<file path="config.mk">
export PLATFORM = sky130hd
export DESIGN_NAME = seg7_scan_display
export DESIGN_NICKNAME = d
export VERILOG_FILES = /design/src/rtl/seg7_scan_display.sv
export SDC_FILE = /design/constraint.sdc
export NUM_CORES = 1
export LEC_CHECK = 0
export CAP_MARGIN = 20
export CORE_MARGIN = 8
export CORE_UTILIZATION = 48
export DETAILED_ROUTE_END_ITERATION = 16
export GPL_ROUTABILITY_DRIVEN = 0
export PLACE_DENSITY_LB_ADDON = 0.2
export SLEW_MARGIN = 30
export SYNTH_ARGS = -nofsm -noshare
export SYNTH_HDL_FRONTEND = slang
export SYNTH_SLANG_ARGS = --single-unit
</file>
<file path="constraint.sdc">
create_clock -name clk -period 1.8 [get_ports clk]
set_input_delay 0.36 -clock clk [delete_from_list [all_inputs] [get_ports clk]]
set_output_delay 0.36 -clock clk [all_outputs]
set_load 0.02 [all_outputs]
</file>
<file path="src/rtl/seg7_scan_display.sv">
// ----------------------------------------------------------------------------
// seg7_scan_display
//
// Time-multiplexed 7-segment display driver. A packed BCD/hex value is captured
// into a shadow register on a load strobe (unless the hold switch is on). The
// DIGITS digits are then scanned one at a time over a shared segment bus. Each
// digit slot lasts SCAN_DIV cycles and starts with GUARD cycles in which every
// digit enable is off, so that segment changes do not ghost onto neighbours.
//
// Parameters:
//   DIGITS    number of digits scanned (1..8)
//   SCAN_DIV  clock cycles per digit slot (>= GUARD+1)
//   GUARD     blank cycles at the start of each slot (>= 0)
//
// Ports:
//   clk       system clock
//   rst       asynchronous, active-high reset
//   value     packed digit nibbles, nibble k = value[4k+3:4k], k=0 is the LSD
//   load      capture value into the shadow register
//   hold      freeze the shadow register
//   hex_mode  1: nibbles 10..15 show A,b,C,d,E,F; 0: they show a dash
//   blank_lz  1: blank leading zero digits (digit 0 is never blanked)
//   seg       segments {g,f,e,d,c,b,a}, active-low, registered
//   an        digit enables, active-low, registered
//   led       hold indicator, registered copy of hold
// ----------------------------------------------------------------------------
module seg7_scan_display #(
    parameter int DIGITS   = 4,
    parameter int SCAN_DIV = 50000,
    parameter int GUARD    = 1
) (
    input  logic                  clk,
    input  logic                  rst,
    input  logic [4*DIGITS-1:0]   value,
    input  logic                  load,
    input  logic                  hold,
    input  logic                  hex_mode,
    input  logic                  blank_lz,
    output logic [6:0]            seg,
    output logic [DIGITS-1:0]     an,
    output logic                  led
);

    localparam int CW = (SCAN_DIV > 1) ? $clog2(SCAN_DIV) : 1;
    localparam int IW = (DIGITS > 1) ? $clog2(DIGITS) : 1;
    localparam logic [CW-1:0] CNT_MAX = CW'(SCAN_DIV - 1);
    localparam logic [IW-1:0] IDX_MAX = IW'(DIGITS - 1);
    localparam logic [6:0]    SEG_OFF = 7'b1111111;
    localparam logic [6:0]    SEG_DASH = 7'b0111111;

    logic [CW-1:0]       cnt;
    logic [IW-1:0]       idx;
    logic [4*DIGITS-1:0] shd;
    logic [3:0]          nib;
    logic [DIGITS-1:0]   zero_from;
    logic                blank;
    logic                gap;
    logic [6:0]          seg_next;
    logic [DIGITS-1:0]   an_next;

    function automatic logic [6:0] decode(input logic [3:0] n, input logic hx);
        case (n)
            4'h0:    return 7'b1000000;
            4'h1:    return 7'b1111001;
            4'h2:    return 7'b0100100;
            4'h3:    return 7'b0110000;
            4'h4:    return 7'b0011001;
            4'h5:    return 7'b0010010;
            4'h6:    return 7'b0000010;
            4'h7:    return 7'b1111000;
            4'h8:    return 7'b0000000;
            4'h9:    return 7'b0010000;
            4'hA:    return hx ? 7'b0001000 : SEG_DASH;
            4'hB:    return hx ? 7'b0000011 : SEG_DASH;
            4'hC:    return hx ? 7'b1000110 : SEG_DASH;
            4'hD:    return hx ? 7'b0100001 : SEG_DASH;
            4'hE:    return hx ? 7'b0000110 : SEG_DASH;
            default: return hx ? 7'b0001110 : SEG_DASH;
        endcase
    endfunction

    // Slot counter and digit index: idx advances whenever cnt wraps.
    // NOTE: state registers use non-blocking assignments so every flop samples
    // pre-edge values; blocking here would create order-dependent races.
    always_ff @(posedge clk or posedge rst) begin
        if (rst) begin
            cnt <= '0;
            idx <= '0;
        end else if (cnt == CNT_MAX) begin
            cnt <= '0;
            idx <= (idx == IDX_MAX) ? '0 : idx + 1'b1;
        end else begin
            cnt <= cnt + 1'b1;
        end
    end

    // Shadow register: hold overrides load, so a load coinciding with hold
    // going high is dropped.
    always_ff @(posedge clk or posedge rst) begin
        if (rst) begin
            shd <= '0;
        end else if (load && !hold) begin
            shd <= value;
        end
    end

    // zero_from[k] is set when every nibble from position k up to the MSD
    // is zero, i.e. digit k is a leading zero.
    always_comb begin
        logic acc;
        acc = 1'b1;
        for (int k = DIGITS - 1; k >= 0; k--) begin
            acc          = acc & (shd[4*k +: 4] == 4'd0);
            zero_from[k] = acc;
        end
    end

    // The guard comparison is resolved at elaboration when GUARD is zero so
    // that no always-false compare against an unsigned counter is built.
    generate
        if (GUARD == 0) begin : g_no_guard
            assign gap = 1'b0;
        end else begin : g_guard
            localparam logic [CW-1:0] GUARD_C = CW'(GUARD);
            assign gap = (cnt < GUARD_C);
        end
    endgenerate

    // NOTE: every combinational output gets a default before any conditional
    // update, so no path leaves a signal unassigned and no latch is inferred.
    always_comb begin
        nib      = shd[4*idx +: 4];
        blank    = blank_lz && (idx != '0) && zero_from[idx];
        seg_next = blank ? SEG_OFF : decode(nib, hex_mode);
        an_next  = '1;
        if (!gap) begin
            an_next[idx] = 1'b0;
        end
    end

    always_ff @(posedge clk or posedge rst) begin
        if (rst) begin
            seg <= SEG_OFF;
            an  <= '1;
            led <= 1'b0;
        end else begin
            seg <= seg_next;
            an  <= an_next;
            led <= hold;
        end
    end

endmodule

</file>
==> results_dict.tcl, run 1 <==
set metrics [dict create \
    synth_edf_count 0 \
    grt_pass1_wl_um 7780 \
    io_buffer_count 33 \
    path_buf_inv 1 \
    cts_sinks 46 \
    ys.flop_type "dfrtp_1" \
    antenna_cells 0 \
    ys.warnings.count 0 \
    yosys.area.top_type "dfrtp_1" \
    p_per_area_nw_per_um2 910 \
    crit_path_end_kind "primary output" \
    start_util_pct 49.0 \
    fin_nets 274 \
    setup_viol 0 \
    drc 0 \
    tightest_slew_ns 0.547 \
    holdBufCountCts 0 \
    grt_max_degree 33 \
    dp.cells 291 \
    grt_overflow_total 0 \
    antenna_left 0 \
    slew_viol_final 0 \
    maxCapViolCount 0 \
    place_area_sq_um 2750 \
    power.share.switching_pct 24.0 \
    power_frac_comb_pct 19.6 \
    crit_type "reg -> out" \
    cts_tree "built" \
    synth.top_cell.area_share_pct 38.4 \
    fin_crit_sh_pct 98.3 \
    slowest_delay_ns 0.59 \
    hold_viol_final 0 \
    num_rows 25 \
    finalCriticalPeriod_ns 1.77 \
    dp_hpwl_um 3330 \
    vias 1620 \
    p_int_mw 2.03 \
    cp-start-kind "flip-flop" \
    synth_area_per_cell_sq_um 11.5 \
    fin_area_sq_um 2940 \
    synth_fp_nets 226 \
    tns_ns 0 \
    cp_top_family "buffers and inverters" \
    die_h_um 85.0 \
    max_freq_mhz 565 \
    cts_buffers 5 \
    cp.arrival_ns 1.41 \
    ir_drop_mv 0.472 \
    drt_iter0_drc 81 \
    slew_headroom_pct 63.3 \
    drt-total-wl_um 4450 \
    synth-seq-cells 46 \
    power_frac_clock_pct 35.2 \
    netlist_area_sq_um 2280 \
    required_ns 1.44 \
    clock_skew_ns 0.00809 \
    grt_pass1_vias 1599 \
    hold_path_class "in -> async" \
    die_x_um 85.0 \
    die_area_sq_um 7220 \
    grt_setup_unrepaired "no" \
    postSynth.asyncResetShare_pct 100 \
    syn_to_final_growth_pct 28.8 \
    synth_area_leaders "dfrtp_1 38%, dfstp_2 13%, mux2_2 8.4%" \
    htree_levels 2 \
    clk_pin_slew_ns 0.09 \
    num_io_pins 34 \
    insertion_delay_ns 0.30 \
    crit_fanout 1 \
    avgRoutedWirePerCell_um 14.8 \
    path_cells "clkdlybuf4s50_1" \
    antenna_found_initial 0 \
    synthTopCellsByCount "35 x dfrtp_1, 17 x mux2_2, 16 x nor2_1" \
    first_pass_iters 4 \
    drive_gt1_share_pct 27.5 \
    p_leak_nw 1.31 \
    yosysUniqueCellTypes 41 \
    hold-worst-slack_ns 0.341 \
    status "complete, no violations" \
    synth.most_common_cell "dfrtp_1" \
    core_area_sq_um 4660 \
    synth_seq_area_share_pct 51.0 \
    cp_slowest_cell "clkdlybuf4s50_1" \
    synth_cells 198 \
    clockRootBuffer "clkbuf_8" \
    stdcell_count 301 \
    pwr-share-seq_pct 45.2 \
    clock_path_buffers 2 \
    vias_per_cell 5.38 \
    track_usage_pct 13.2 \
    p_sw_mw 0.641 \
]
-- worst register-to-register path, delay by kind of cell (launching register included) --
kind | cells | cell delay, ns
compound gates | 2 | 0.35
flops | 1 | 0.43
mux | 1 | 0.58
simple gates | 1 | 0.33
-- layout make-up --
class	instances	area (sq um)
multi-input cells	133	1020
repair buffers	50	504
flip-flops and latches	46	1170
well taps	54	67.6
fillers	364	1720
clock inverters	2	60.1
inverters	10	37.5
clock buffers	6	82.6
-- cell families after synthesis --
| kind of cell | Yosys count | synth area share [%] |
|---|---|---|
| AND/OR/NAND/NOR | 69 | 15.4 |
| flip-flops | 46 | 51.0 |
| multiplexers | 22 | 13.2 |
| AO/OA/AOI/OAI | 21 | 6.52 |
| buffers and inverters | 19 | 4.82 |
| XOR/XNOR | 15 | 5.76 |
| adder cells (fa/ha/maj) | 6 | 3.29 |
-- through the flow --
step / util (%) / setup slack (ns) / power [mW]
global placement: 58.9 / 0.0571 / 1.74
CTS: 61.8 / 0.00121 / 2.69
detailed placement: 58.9 / -0.0153 / 1.75
floorplan: - / 0.0611 / 1.54
finish: 63.1 / 0.0302 / 2.67
global route: 63.1 / 0.00210 / 2.80
-- routing by layer --
| layer | GRT usage [%] | up-vias | part of all wire, % |
|---|---|---|---|
| met5 | 0 | - | 0 |
| met4 | 4.85 | 0 | 1.1 |
| met3 | 4.54 | 5 | 5.6 |
| met2 | 18.9 | 48 | 45 |
| met1 | 18.0 | 772 | 49 |
| li1 | - | 795 | - |
-- final timing paths --
path,from,depth (start not counted),to,slack [ns]
min in group clk,cnt[10],1,cnt[10],0.50
worst max-delay path,seg[5],1,seg[5],0.03
max in group asynchronous,rst,3,idx[0],0.95
worst min register to register,cnt[10],1,cnt[10],0.50
worst min-delay path,rst,2,shd[2],0.34
worst max register to register,idx[0],4,seg[6],0.07
-- placed cells by master (no fill, tap or decap), drive strengths merged, types with 2 or more instances in the layout --
| cell | instances |
|---|---|
| o21a | 3 |
| a21oi | 6 |
| bufinv | 2 |
| inv | 9 |
| o31ai | 3 |
| xnor2 | 7 |
| or2 | 3 |
| xor2 | 8 |
| a211o | 2 |
| dfrtp | 35 |
| dlygate4sd2 | 2 |
| nor2b | 3 |
| mux2 | 18 |
| nand2 | 13 |
| ha | 6 |
| dfstp | 11 |
| nor3 | 6 |
| dlymetal6s2s | 8 |
| nor4 | 10 |
| nand3 | 7 |
| clkbuf | 6 |
| mux4 | 4 |
| nor2 | 16 |
| nand4 | 4 |
| buf | 17 |
| clkdlybuf4s50 | 23 |
-- power by group through the flow --
stage | combinational [mW] | clock [mW] | sequential (mW)
floorplan | 0.264 | 0 | 1.27
global placement | 0.512 | 0 | 1.23
detailed placement | 0.518 | 0 | 1.23
CTS | 0.516 | 0.960 | 1.21
global route | 0.568 | 1.01 | 1.22
finish | 0.525 | 0.940 | 1.21
-- flip-flops by register name (all words and copies together) (netlist names) --
register and count:
cnt 16, led 1, idx 2, seg 7, shd 16, an 4
-- repair_timing --
item,CTS,global route
gates cloned,0,0
setup buffers,0,2
gates resized for setup,3,15
setup endpoints to repair,5,14
Note: power is estimated with default switching activity, not from simulation.
==> run 2: changes to the inputs <==
--- a/config.mk
+++ b/config.mk
@@ -11,6 +11,8 @@
 export DETAILED_ROUTE_END_ITERATION = 16
 export GPL_ROUTABILITY_DRIVEN = 0
 export PLACE_DENSITY_LB_ADDON = 0.2
+export REMOVE_ABC_BUFFERS = 1
+export SKIP_CTS_REPAIR_TIMING = 1
 export SLEW_MARGIN = 30
 export SYNTH_ARGS = -nofsm -noshare
 export SYNTH_HDL_FRONTEND = slang
==> run 2 against run 1 <==
Net effect:
- core utilization down 2.0 points
- combinational power down 6.3%
- worst hold slack better by 0.064 ns
- clock power down 20%
- largest cell class unchanged
- largest power group unchanged
- highest routed layer unchanged
- first-iteration DRC count down 3.7%
==> results_dict.tcl, run 2 (synthesis gave the netlist of run 1 again) <==
set metrics [dict create \
    status "complete, no violations" \
    power.share.switching_pct 25.2 \
    clock_skew_ns 0.00453 \
    dp_hpwl_um 3190 \
    p_int_mw 1.84 \
    core_area_sq_um 4660 \
    finalCriticalPeriod_ns 1.76 \
    cp.arrival_ns 1.40 \
    fin_nets 269 \
    antenna_found_initial 0 \
    power_mw 2.45 \
    grt_setup_unrepaired "yes" \
    clk_pin_slew_ns 0.08 \
    htree_levels 2 \
    maxCapViolCount 0 \
    slowest_delay_ns 0.59 \
    cts_buffers 5 \
    r2r_cells 5 \
    crit_fanout 1 \
    antenna_left 0 \
    drc 0 \
    num_io_pins 34 \
    max_freq_mhz 567 \
    cp_top_family "buffers and inverters" \
    die_h_um 85.0 \
    p_per_area_nw_per_um2 862 \
    cp_slowest_cell "clkdlybuf4s50_1" \
    fin_crit_sh_pct 98.0 \
    hold_viol_final 0 \
    power_frac_clock_pct 30.6 \
    p_sw_mw 0.619 \
    syn_to_final_growth_pct 24.7 \
    path_cells "clkdlybuf4s50_1" \
    cp-start-kind "flip-flop" \
    drt-total-wl_um 4400 \
    first_pass_iters 4 \
    clock_path_buffers 2 \
    tns_ns 0 \
    grt_pass1_wl_um 7610 \
    reg.largest.list "cnt (16), shd (16), seg (7)" \
    cts_sinks 46 \
    avgRoutedWirePerCell_um 14.9 \
    crit_type "reg -> out" \
    num_rows 25 \
    track_usage_pct 13.0 \
    required_ns 1.44 \
    clockRootBuffer "clkbuf_8" \
    tightest_slew_ns 0.360 \
    die_area_sq_um 7220 \
    path_buf_inv 1 \
    slew_headroom_pct 75.8 \
    cts_tree "built" \
    ir_drop_mv 0.503 \
    drt_iter0_drc 78 \
    vias_per_cell 5.47 \
    io_buffer_count 33 \
    vias 1620 \
    insertion_delay_ns 0.29 \
    grt_pass1_vias 1610 \
    drive_gt1_share_pct 24.0 \
    most-common-layout-cells "34 x dfrtp_1, 25 x clkdlybuf4s50_1, 17 x mux2_2" \
    p_leak_nw 1.26 \
    grt_max_degree 47 \
    pwr-share-seq_pct 49.4 \
    hold_path_class "in -> async" \
    start_util_pct 49.0 \
    slew_viol_final 0 \
    power_frac_comb_pct 20.0 \
    crit_cells 1 \
    die_x_um 85.0 \
    grt_overflow_total 0 \
    antenna_cells 0 \
    final_common_cell "dfrtp_1" \
    setup_viol 0 \
    crit_path_end_kind "primary output" \
]
==> run 2: cell type report <==
| type | instances | area [sq um] |
|---|---|---|
| multi-input combinational | 133 | 1010 |
| tap | 54 | 67.6 |
| clock inverter | 2 | 37.5 |
| inverter | 10 | 37.5 |
| clock buffer | 6 | 72.6 |
| timing repair buffer | 45 | 453 |
| sequential | 46 | 1170 |
| fill | 394 | 1810 |
==> run 2: power by group through the flow <==
stage / registers [mW] / clock network (mW) / logic, mW
2_1_floorplan: 1.27 / 0 / 0.238
3_3_place_gp: 1.23 / 0 / 0.494
3_5_place_dp: 1.23 / 0 / 0.497
4_1_cts: 1.21 / 0.776 / 0.498
5_1_grt: 1.22 / 0.824 / 0.534
6_report: 1.21 / 0.751 / 0.492
==> run 2: per-stage QoR <==
step | hold slack, ns | worst slack, ns | cells | util (%) | instance area (sq um)
2_1_floorplan | 0.391 | -0.268 | 189 | - | 2210
3_3_place_gp | 0.494 | 0.0781 | 288 | 58.1 | 2710
3_5_place_dp | 0.495 | 0.0587 | 288 | 58.1 | 2710
4_1_cts | 0.414 | -0.0140 | 296 | 60.5 | 2820
5_1_grt | 0.426 | -0.0226 | 296 | 61.1 | 2850
6_report | 0.405 | 0.0352 | 296 | 61.1 | 2850
==> run 2: routing by layer <==
metal / vias up / GRT usage [%] / share of wire, %
li1: 785 / - / -
met1: 795 / 16.9 / 47
met2: 34 / 20.0 / 47
met3: 6 / 4.15 / 5.1
met4: 0 / 4.21 / 1.3
met5: - / 0 / 0
==> run 2: final timing paths <==
| check | startpoint | end | slack [ns] |
|---|---|---|---|
| max in group asynchronous | rst | seg[2] | 1.13 |
| min in group clk | cnt[10] | cnt[10] | 0.52 |
| hold reg to reg | cnt[10] | cnt[10] | 0.52 |
| hold / removal | rst | cnt[14] | 0.41 |
| setup / recovery | seg[5] | seg[5] | 0.04 |
| setup reg to reg | idx[0] | seg[3] | 0.09 |
==> run 2: worst register-to-register path, delay by kind of cell, from the launching register on <==
| kind | cells | cell delay (ns) |
|---|---|---|
| buf+inv | 1 | 0.19 |
| compound gates | 2 | 0.30 |
| simple gates | 1 | 0.22 |
| flops | 1 | 0.41 |
| mux | 1 | 0.53 |
